File: config.mk
export PLATFORM = sky130hd
export DESIGN_NAME = cmos_switch_pair_bank
export DESIGN_NICKNAME = d
export VERILOG_FILES = /design/src/rtl/cmos_switch_pair_bank.sv
export SDC_FILE = /design/constraint.sdc
export NUM_CORES = 1
export LEC_CHECK = 0
export ABC_AREA = 1
export BUFFER_PORTS_ARGS = -buffer_cell sky130_fd_sc_hd__buf_2
export CORE_MARGIN = 2
export CORE_UTILIZATION = 40
export CTS_BUF_LIST = sky130_fd_sc_hd__clkbuf_4
export DETAILED_ROUTE_END_ITERATION = 16
export GPL_ROUTABILITY_DRIVEN = 0
export GPL_TIMING_DRIVEN = 1
export PLACE_DENSITY = 0.68
export RECOVER_POWER = 50
export SLEW_MARGIN = 20
export SYNTH_ARGS = -nofsm -noshare
export SYNTH_HDL_FRONTEND = slang
export SYNTH_SLANG_ARGS = --single-unit
File: constraint.sdc
create_clock -name clk -period 1.64 [get_ports clk]
set_input_delay 0.082 -clock clk [delete_from_list [all_inputs] [get_ports clk]]
set_output_delay 0.082 -clock clk [all_outputs]
set_load 0.05 [all_outputs]
File: src/rtl/cmos_switch_pair_bank.sv
// ---------------------------------------------------------------------------
// cmos_switch_pair_bank
//
// Cycle-based model of a bank of complementary MOS switch pairs. Each bit has
// one pmos pull-up to vdd and one nmos pull-down to gnd. Every rising clock
// edge, each bit's output node is resolved from its two gate controls, and
// the result is registered together with per-bit status flags.
//
// Ports:
//   clk         rising-edge clock
//   rst         synchronous, active-high reset
//   inv_mode    1: both gates of bit i follow a[i] (CMOS inverter per bit)
//               0: gate_p / gate_n drive the two transistors independently
//   a           inverter-mode input
//   gate_p      pmos gates (a pmos conducts when its gate is 0)
//   gate_n      nmos gates (an nmos conducts when its gate is 1)
//   y           resolved node values (registered)
//   driven      exactly one transistor of the bit conducted
//   contention  both transistors of the bit conducted
//   floating    neither transistor of the bit conducted
//   cont_count  saturating count of cycles with any contention bit set
// ---------------------------------------------------------------------------
module cmos_switch_pair_bank #(
    parameter int       WIDTH           = 8,
    parameter int       CNT_W           = 16,
    parameter bit       FLOAT_RESET_VAL = 1'b0
) (
    input  logic             clk,
    input  logic             rst,
    input  logic             inv_mode,
    input  logic [WIDTH-1:0] a,
    input  logic [WIDTH-1:0] gate_p,
    input  logic [WIDTH-1:0] gate_n,
    output logic [WIDTH-1:0] y,
    output logic [WIDTH-1:0] driven,
    output logic [WIDTH-1:0] contention,
    output logic [WIDTH-1:0] floating,
    output logic [CNT_W-1:0] cont_count
);

    localparam logic [CNT_W-1:0] CNT_MAX = {CNT_W{1'b1}};

    logic [WIDTH-1:0] y_reg,          y_next;
    logic [WIDTH-1:0] driven_reg,     driven_next;
    logic [WIDTH-1:0] contention_reg, contention_next;
    logic [WIDTH-1:0] floating_reg,   floating_next;
    logic [CNT_W-1:0] cont_count_reg, cont_count_next;

    // Per-bit resolution; bits never interact.
    genvar gi;
    generate
        for (gi = 0; gi < WIDTH; gi = gi + 1) begin : g_pair
            logic pg;
            logic ng;
            logic pon;
            logic non;

            assign pg  = inv_mode ? a[gi] : gate_p[gi];
            assign ng  = inv_mode ? a[gi] : gate_n[gi];
            assign pon = ~pg;
            assign non = ng;

            // Pull-down wins under contention (ratioed nmos); with neither
            // device on, the node keeps its stored charge.
            assign y_next[gi]          = non ? 1'b0 : (pon ? 1'b1 : y_reg[gi]);
            assign driven_next[gi]     = pon ^ non;
            assign contention_next[gi] = pon & non;
            assign floating_next[gi]   = ~pon & ~non;
        end
    endgenerate

    always_comb begin
        cont_count_next = cont_count_reg;
        if ((|contention_next) && (cont_count_reg != CNT_MAX)) begin
            cont_count_next = cont_count_reg + 1'b1;
        end
    end

    always_ff @(posedge clk) begin
        if (rst) begin
            y_reg          <= {WIDTH{FLOAT_RESET_VAL}};
            driven_reg     <= '0;
            contention_reg <= '0;
            floating_reg   <= '0;
            cont_count_reg <= '0;
        end else begin
            y_reg          <= y_next;
            driven_reg     <= driven_next;
            contention_reg <= contention_next;
            floating_reg   <= floating_next;
            cont_count_reg <= cont_count_next;
        end
    end

    assign y          = y_reg;
    assign driven     = driven_reg;
    assign contention = contention_reg;
    assign floating   = floating_reg;
    assign cont_count = cont_count_reg;

endmodule

==> flow_summary.toml, run 1 <==
[placed_design]
dpl.hpwl_um = 4172
place_inst = 489
io_buffers = 74

[floorplan]
fp.dieH_um = 81.42
num_io_pins = 75
core_um2 = 5851
die_area_um2 = 6628
initial_core_util_pct = 40.98
placementRows = 28
dieWidth_um = 81.42

[route]
routed-via-count = 2205
dr.pass1.iters = 4
wl_per_cell_um = 10.60
drc_errors = 0
ant_nets = 0
wirelength_um = 5279
detail_route.iter0.violations = 87
via_per_inst = 4.428

[clock_network]
cts_hold_buf = 1
clkSinkCount = 48
post_cts_buffers = 0
h-tree-depth = 2
clk_latency_ns = 0.35
post_cts_resize_count = 0
cts_tree = "yes"
clock_path_buffers = 2
cts_inserted_buffers = 5
path_clk_slew_ns = 0.14
ctsRootBufferMaster = "clkbuf_4"

[setup_path]
worstPathRequired_ns = 1.89
cpPeakStageDelay_ns = 0.37
worstPathCellList = "ha_1, nand3_2, inv_2, nand2_2, nor2_4, nor2_4, nand3_1, nand2_1, nor2_1"
cpLargestDelayFamily = "simple AND/OR/NAND/NOR gates"
worst_ep_arrival_time_ns = 1.72
crit_slowest_cell = "dfxtp_2"
critical_path_class = "reg -> reg"
crit_top_cell = "nor2_4"
start_kind = "flip-flop"
cp_max_fo = 13
worstSetupEndpointType = "flip-flop"
cp_num_buf_inv = 1

[layout]
diodes = 0
instances_no_fill = 498
largest_register_ffs = 16
drive_above_1_share_pct = 26.00
area_growth_pct = 25.99
final_nets = 466

[pwr]
p_sw_w = 0.0008470
power_frac_clock_pct = 26.9
switching_share_pct = 32.58
vdd_drop_max_mv = 0.4337
power_frac_seq_pct = 48.7
internal_power_w = 0.001753
comb_power_share_pct = 24.3
pwr_density_cell_nw_per_um2 = 860.8
p_leak_nw = 1.588

[timing]
final_max_slew_viol_count = 0
fin_tns_setup_ns = 0
relSlewSlack_pct = 59.70
worst_clock_skew_ns = 0.01582
setup_violations = 0
rsz0062_at_grt = "false"
hold_violations = 0
fmax_mhz = 676.4
min_period_ns = 1.478
tightest_slew_ns = 0.6071
hold-worst-slack_ns = 0.02828
period_share_pct = 90.15

[logic_synthesis]
postSynthCellCount = 332
ys_warn_count = 0
ys_seq_elements = 48
syn_avg_cell_area_um2 = 7.221
synth_top_area_share_pct = 40.08
yosys-top-cells-area = "dfxtp_1 40%, inv_1 9.9%, nand2_1 9.7%, ha_1 8.9%, nor2_1 8.8%"
yosys-top-cells-count = "63 x inv_1, 62 x nand2_1, 56 x nor2_1, 48 x dfxtp_1, 22 x a21oi_1"
yosysTopAreaCell = "dfxtp_1"
syn-num-nets = 376
synth-main-ff-cell = "dfxtp_1"
synth_edf_count = 0
yosysMostFrequentCell = "inv_1"
ys_seq_area_share_pct = 40.08
synth_cell_types = 24
synth_area_um2 = 2397
async_reset_ff_share_pct = 0

[grt]
grt_pass1_wl_um = 9183
grt.overflow.total = 0
grt_pass1_vias = 2162
grtUsageTotal_pct = 17.76
antenna_found_initial = 0
grt_max_degree = 29

[status]
status = "finished clean"

[hold_path]
hold_class = "in -> reg"

[run]
cap_violations = 0
## power groups by stage
| stage | sequential [W] | clock, W | combinational [W] |
|---|---|---|---|
| 4_1_cts | 0.00127 | 0.000738 | 0.000656 |
| 3_3_place_gp | 0.00129 | 0 | 0.000642 |
| 6_report | 0.00127 | 0.000700 | 0.000633 |
| 5_1_grt | 0.00128 | 0.000784 | 0.000697 |
| 2_1_floorplan | 0.00153 | 0 | 0.000225 |
| 3_5_place_dp | 0.00129 | 0 | 0.000651 |
## final timing paths
check	start	endpoint	slack [ns]	cells after the start
min reg2reg	y[4]	y[4]	0.53	2
max	cont_count[1]	cont_count[4]	0.16	9
min	gate_n[3]	y[3]	0.03	4
max reg2reg	cont_count[1]	cont_count[4]	0.16	9
## worst reg2reg max path, stage by stage, from the launching register on
cell and delay (ns):
dfxtp_2 0.37, ha_1 0.22, nand3_2 0.11, inv_2 0.05, nand2_2 0.11, nor2_4 0.06, nor2_4 0.24, nand3_1 0.12
nand2_1 0.07, nor2_1 0.04
## through the flow
step           cell area (um^2)  power [W]  worst slack, ns  utilization [%]
4_1_cts                    3059   0.002661           0.1492            52.29
5_1_grt                    3020   0.002759          0.03251            51.63
3_3_place_gp               2969   0.001934         -0.08632            50.75
3_5_place_dp               2969   0.001943          -0.1739            50.75
2_1_floorplan              2421   0.001755          0.01619                -
6_report                   3020   0.002600           0.1616            51.63
## metal layers
metal / share of wire [%] / vias up / wire length, um / GRT usage (%)
li1: - / 1176 / - / -
met1: 45 / 959 / 2397 / 20.95
met2: 45 / 68 / 2395 / 30.98
met3: 8.7 / 2 / 460 / 4.835
met4: 0.49 / 0 / 26 / 6.102
met5: 0 / - / 0 / 0
## cell usage in the layout (no fill, tap or decap), types with 2 or more instances in the layout
| master | count |
|---|---|
| xor2_1 | 2 |
| inv_2 | 4 |
| nor2_4 | 5 |
| clkbuf_1 | 18 |
| xnor2_1 | 2 |
| nor2_2 | 3 |
| nand3_2 | 2 |
| buf_2 | 58 |
| clkbuf_4 | 10 |
| ha_1 | 17 |
| nand3_1 | 8 |
| buf_4 | 9 |
| inv_1 | 64 |
| a21oi_1 | 21 |
| nand4_1 | 6 |
| dfxtp_2 | 2 |
| o21ai_0 | 9 |
| dfxtp_1 | 46 |
| nor2_1 | 56 |
| a21oi_2 | 6 |
| nand2_1 | 61 |
| nand2_2 | 6 |
## final cells by class
type                       count  area [um^2]
clock inverter                 2        35.03
clock buffer                   6        45.04
fill                         601         2830
sequential                    48        963.4
tap                           75        93.84
timing repair buffer          91        485.5
inverter                      68        255.2
multi-input combinational    208         1142
## cells by family (layout without fill, tap and decap cells)
family	Yosys count	in the layout	share of synthesized area, %
compound gates	37	37	8.560
xor+xnor	4	4	1.462
fa+ha+maj	17	17	8.872
buf+inv	76	167	12.53
flops	48	48	40.08
simple gates	150	150	28.50
Note: power is estimated with default switching activity, not from simulation.
==> inputs of run 2 (changes only) <==
--- a/config.mk
+++ b/config.mk
@@ -8,12 +8,11 @@
 export ABC_AREA = 1
 export BUFFER_PORTS_ARGS = -buffer_cell sky130_fd_sc_hd__buf_2
 export CORE_MARGIN = 2
-export CORE_UTILIZATION = 40
+export CORE_UTILIZATION = 25
 export CTS_BUF_LIST = sky130_fd_sc_hd__clkbuf_4
 export DETAILED_ROUTE_END_ITERATION = 16
 export GPL_ROUTABILITY_DRIVEN = 0
 export GPL_TIMING_DRIVEN = 1
-export PLACE_DENSITY = 0.68
 export RECOVER_POWER = 50
 export SLEW_MARGIN = 20
 export SYNTH_ARGS = -nofsm -noshare
==> run 2 against run 1 <==
Against the previous run: maximum frequency increased by 0.55%; global-route usage decreased by 5.9 points; sequential cell count unchanged; highest routed layer unchanged; sequential power about the same; critical path depth decreased by 1; combinational power increased by 2%; clock-buffer cell count decreased by 1; wire length increased by 9.7%; first-iteration DRC count decreased by 56%.
==> flow_summary.toml, run 2 (synthesis results as in run 1) <==
[route]
drc_errors = 0
wirelength_um = 5793
via_per_inst = 4.068
wl_per_cell_um = 10.44
ant_nets = 0
dr.pass1.iters = 4
routed-via-count = 2258
detail_route.iter0.violations = 38

[layout]
fillers = 1046
final_util_pct = 33.23
final_cell_mix = "63 x inv_1, 61 x nand2_1, 57 x buf_2"
multiInputGateArea_um2 = 1150
drive_above_1_share_pct = 27.70
register_area_um2 = 963.4
layout_commonest_cell = "inv_1"
largest_register_ffs = 16
diodes = 0
instances_no_fill = 555
area_growth_pct = 28.71
final_nets = 469

[clock_network]
post_cts_resize_count = 0
post_cts_buffers = 0
clk_latency_ns = 0.35
ctsRootBufferMaster = "clkbuf_4"
cts_inserted_buffers = 5
cts_hold_buf = 0
path_clk_slew_ns = 0.13
clock_path_buffers = 2
cts_tree = "yes"
h-tree-depth = 2
clkSinkCount = 48

[pwr]
switching_share_pct = 35.63
power_frac_seq_pct = 51.4
p_sw_w = 0.0008793
p_leak_nw = 1.593
comb_power_share_pct = 26.1
internal_power_w = 0.001588
power_frac_clock_pct = 22.5
vdd_drop_max_mv = 0.3403
pwr_density_cell_nw_per_um2 = 799.8

[status]
status = "finished clean"

[grt]
grt_pass1_vias = 2176
antenna_found_initial = 0
grt_pass1_wl_um = 9756
grt_max_degree = 41
grt.overflow.total = 0
grtUsageTotal_pct = 11.85

[setup_path]
worstSetupEndpointType = "flip-flop"
worstPathRequired_ns = 1.94
worst_ep_arrival_time_ns = 1.77
rr_worst_depth = 8
rr_startpoint = "cont_count[1]"
cp_max_fo = 13
reg2reg_to = "cont_count[2]"
crit_start = "cont_count[1]"
ff2ff_setup_slack_ns = 0.17
endpoint = "cont_count[2]"
critical_path_class = "reg -> reg"
start_kind = "flip-flop"

[timing]
min_period_ns = 1.470
rsz0062_at_grt = "false"
final_max_slew_viol_count = 0
tightest_slew_ns = 0.6230
hold_violations = 0
relSlewSlack_pct = 58.64
hold-worst-slack_ns = 0.08175
worst_clock_skew_ns = 0.007354
fmax_mhz = 680.1
period_share_pct = 89.65
setup_violations = 0

[floorplan]
core_um2 = 9284
fp.dieH_um = 101.9
num_io_pins = 75
dieWidth_um = 101.9
die_area_um2 = 10390
placementRows = 35
initial_core_util_pct = 25.82

[run]
cap_violations = 0

[hold_path]
hold_class = "in -> reg"

[placed_design]
place_inst = 547
io_buffers = 74
dpl.hpwl_um = 4569
-- run 2: cell types whose count changed in the layout (fill, tap and decap cells not counted), sizes merged --
cell | previous run | this run
clkbuf | 28 | 29
dlygate4sd3 | 1 | 0
clkinv | 1 | 3
bufinv | 1 | 0
buf | 68 | 70
-- run 2: routing by layer --
layer	wire (um)	up-vias	track usage (%)
met1	2675	1005	14.36
met5	0	-	0
li1	-	1185	-
met2	2569	64	19.48
met4	47	0	3.487
met3	500	4	4.720
-- run 2: layout make-up --
cell class,instances,area share (%)
Clock inverter,3,0.6083
Multi-Input combinational cell,208,37.27
Sequential cell,48,31.22
Inverter,68,8.273
Tap cell,129,5.231
Clock buffer,5,1.217
Timing Repair Buffer,94,16.18
-- run 2: power groups by stage --
stage	clock network [W]	logic (W)	registers, W
2_1_floorplan	0	0.000225	0.00153
3_3_place_gp	0	0.000657	0.00129
3_5_place_dp	0	0.000666	0.00129
4_1_cts	0.000593	0.000668	0.00127
5_1_grt	0.000648	0.000713	0.00128
6_report	0.000555	0.000644	0.00127
-- run 2: per-stage QoR --
stage / power (W) / setup WS, ns / area [um^2] / setup TNS, ns
after detailed placement: 0.001959 / -0.1747 / 3054 / -2.056
after floorplan: 0.001755 / 0.01619 / 2421 / 0
final: 0.002468 / 0.1697 / 3085 / 0
after CTS: 0.002529 / 0.1505 / 3110 / 0
after global placement: 0.001950 / -0.1252 / 3054 / -1.367
after global routing: 0.002637 / 0.01615 / 3085 / 0
-- run 2: worst min-delay path by stage --
stage	startpoint	endpoint	slack, ns	depth (start not counted)
6_report	rst	cont_count[0]	0.08	4
4_1_cts	gate_p[0]	y[0]	0.06	4
3_3_place_gp	gate_p[0]	y[0]	0.48	4
2_1_floorplan	gate_n[0]	y[0]	0.27	3
5_1_grt	gate_p[0]	y[0]	0.05	4
3_5_place_dp	rst	cont_count[0]	0.48	4
-- run 2: critical path, cell delays in order, from the launching register on --
cell and delay, ns:
dfxtp_2 0.37, ha_1 0.22, nand3_2 0.11, inv_2 0.05
nand2_2 0.11, nor2_4 0.06, nor2_4 0.24, nand2_1 0.13
a21oi_2 0.13
==> inputs of run 3 (changes only) <==
--- a/config.mk
+++ b/config.mk
@@ -6,13 +6,16 @@
 export NUM_CORES = 1
 export LEC_CHECK = 0
 export ABC_AREA = 1
-export BUFFER_PORTS_ARGS = -buffer_cell sky130_fd_sc_hd__buf_2
+export BUFFER_PORTS_ARGS = -buffer_cell sky130_fd_sc_hd__clkbuf_2
+export CELL_PAD_IN_SITES_DETAIL_PLACEMENT = 1
+export CELL_PAD_IN_SITES_GLOBAL_PLACEMENT = 2
 export CORE_MARGIN = 2
 export CORE_UTILIZATION = 25
-export CTS_BUF_LIST = sky130_fd_sc_hd__clkbuf_4
+export CTS_BUF_LIST = sky130_fd_sc_hd__clkbuf_4 sky130_fd_sc_hd__clkbuf_8
 export DETAILED_ROUTE_END_ITERATION = 16
 export GPL_ROUTABILITY_DRIVEN = 0
 export GPL_TIMING_DRIVEN = 1
+export PLACE_DENSITY_LB_ADDON = 0.1
 export RECOVER_POWER = 50
 export SLEW_MARGIN = 20
 export SYNTH_ARGS = -nofsm -noshare
==> run 3 against run 2 <==
Against the previous run: sequential share of layout area fell by 1.0 points; die area did not move; setup slack got worse by 0.041 ns; global-route usage rose by 1.7 points.
==> flow_summary.toml, run 3 (synthesis results as in run 1) <==
[status]
status = "finished clean"

[hold_path]
whs_path_depth = 2
hold_class = "in -> reg"

[run]
cap_violations = 0

[setup_path]
cp_max_fo = 5
worstPathCellList = "ha_1, nand3_2, inv_2, nand2_2, nor2_4, nor2_4, buf_4, nand2_1, a21oi_1"
critical_path_class = "reg -> reg"
worstPathRequired_ns = 1.82
cp_num_buf_inv = 2
crit_top_cell = "nor2_4"
worstSetupEndpointType = "flip-flop"
cpLargestDelayFamily = "simple AND/OR/NAND/NOR gates"
start_kind = "flip-flop"
rr_worst_depth = 9
cpPeakStageDelay_ns = 0.39
worst_ep_arrival_time_ns = 1.69
crit_slowest_cell = "dfxtp_2"
cp.depth = 9

[layout]
multiInputGateArea_um2 = 1172
final_nets = 468
fin_area_um2 = 3192
instances_no_fill = 554
largest_register_ffs = 16
layout_commonest_cell = "clkbuf_2"
register_area_um2 = 963.4
drive_above_1_share_pct = 32.94
fillers = 1215
diodes = 0
final_cell_mix = "74 x clkbuf_2, 63 x inv_1, 61 x nand2_1"
area_growth_pct = 33.14

[timing]
period_share_pct = 92.13
fin_tns_setup_ns = 0
relSlewSlack_pct = 77.60
min_period_ns = 1.511
setup_ws_ns = 0.1291
final_max_slew_viol_count = 0
tightest_slew_ns = 0.3359
setup_violations = 0
fmax_mhz = 661.9
rsz0062_at_grt = "true"
worst_clock_skew_ns = 0.001324
hold_violations = 0

[route]
via_per_inst = 4.038
dr.pass1.iters = 4
ant_nets = 0
routed-via-count = 2237
wirelength_um = 6365
wl_per_cell_um = 11.49
detail_route.iter0.violations = 18
drc_errors = 0

[clock_network]
h-tree-depth = 2
clkSinkCount = 48
clock_path_buffers = 2
cts_inserted_buffers = 5
ctsRootBufferMaster = "clkbuf_8"
path_clk_slew_ns = 0.09
cts_hold_buf = 0
cts_tree = "yes"
clk_latency_ns = 0.29

[grt]
grt_max_degree = 33
grt.overflow.total = 0
grt_pass1_wl_um = 11100
grt_pass1_vias = 2429
antenna_found_initial = 0
grtUsageTotal_pct = 13.51

[pwr]
p_leak_nw = 1.660
power_w = 0.002806
vdd_drop_max_mv = 0.3362
pwr_density_cell_nw_per_um2 = 879.2

[floorplan]
initial_core_util_pct = 25.82
fp.dieH_um = 101.9
num_io_pins = 75
core_um2 = 9284
die_area_um2 = 10390
dieWidth_um = 101.9
placementRows = 35

[placed_design]
io_buffers = 74
place_inst = 544
dpl.hpwl_um = 5010
place_ws_ns = -0.2298
placed_cell_area_um2 = 3032
==> run 3: per-stage QoR <==
stage	util (%)	hold slack, ns
floorplan	-	0.2686
global placement	32.66	0.3969
detailed placement	32.66	0.3977
CTS	33.85	0.07541
global route	34.38	0.08525
finish	34.38	0.07612
==> run 3: path summary, 6_finish.rpt <==
kind                                        to  slack, ns           from
worst max register to register  cont_count[14]       0.13  cont_count[1]
worst max-delay path            cont_count[14]       0.13  cont_count[1]
worst min-delay path             cont_count[2]       0.08            rst
worst min register to register            y[2]       0.52           y[2]
==> run 3: area by class of cell <==
| type | count | area share [%] |
|---|---|---|
| Inverter | 68 | 8.075 |
| Sequential cell | 48 | 30.18 |
| Timing Repair Buffer | 93 | 16.46 |
| Clock inverter | 2 | 1.098 |
| Multi-Input combinational cell | 208 | 36.73 |
| Clock buffer | 6 | 2.391 |
| Tap cell | 129 | 5.057 |
==> run 3: power by group <==
part,internal [W],total [W],switching (W),leakage (nW)
combinational,0.000201,0.000663,0.000462,1.21
clock,0.000470,0.000876,0.000406,0.0586
sequential,0.00123,0.00127,0.0000338,0.394
==> run 3: routing by layer <==
layer / vias up / wire [um] / GRT usage [%]
met5: - / 0 / 0
met4: 0 / 63 / 3.385
met3: 5 / 327 / 3.420
met2: 49 / 3003 / 23.33
met1: 1005 / 2969 / 16.86
li1: 1178 / - / -
==> run 3: worst register-to-register path, stage by stage, from the launching register on <==
cell	delay, ns
dfxtp_2	0.39
ha_1	0.21
nand3_2	0.13
inv_2	0.11
nand2_2	0.09
nor2_4	0.14
nor2_4	0.06
buf_4	0.14
nand2_1	0.06
a21oi_1	0.06
==> run 3: what timing repair did <==
item	CTS	global route
hold endpoints to repair	0	0
gates resized for setup	0	7
setup buffers	0	2
setup endpoints to repair	0	10
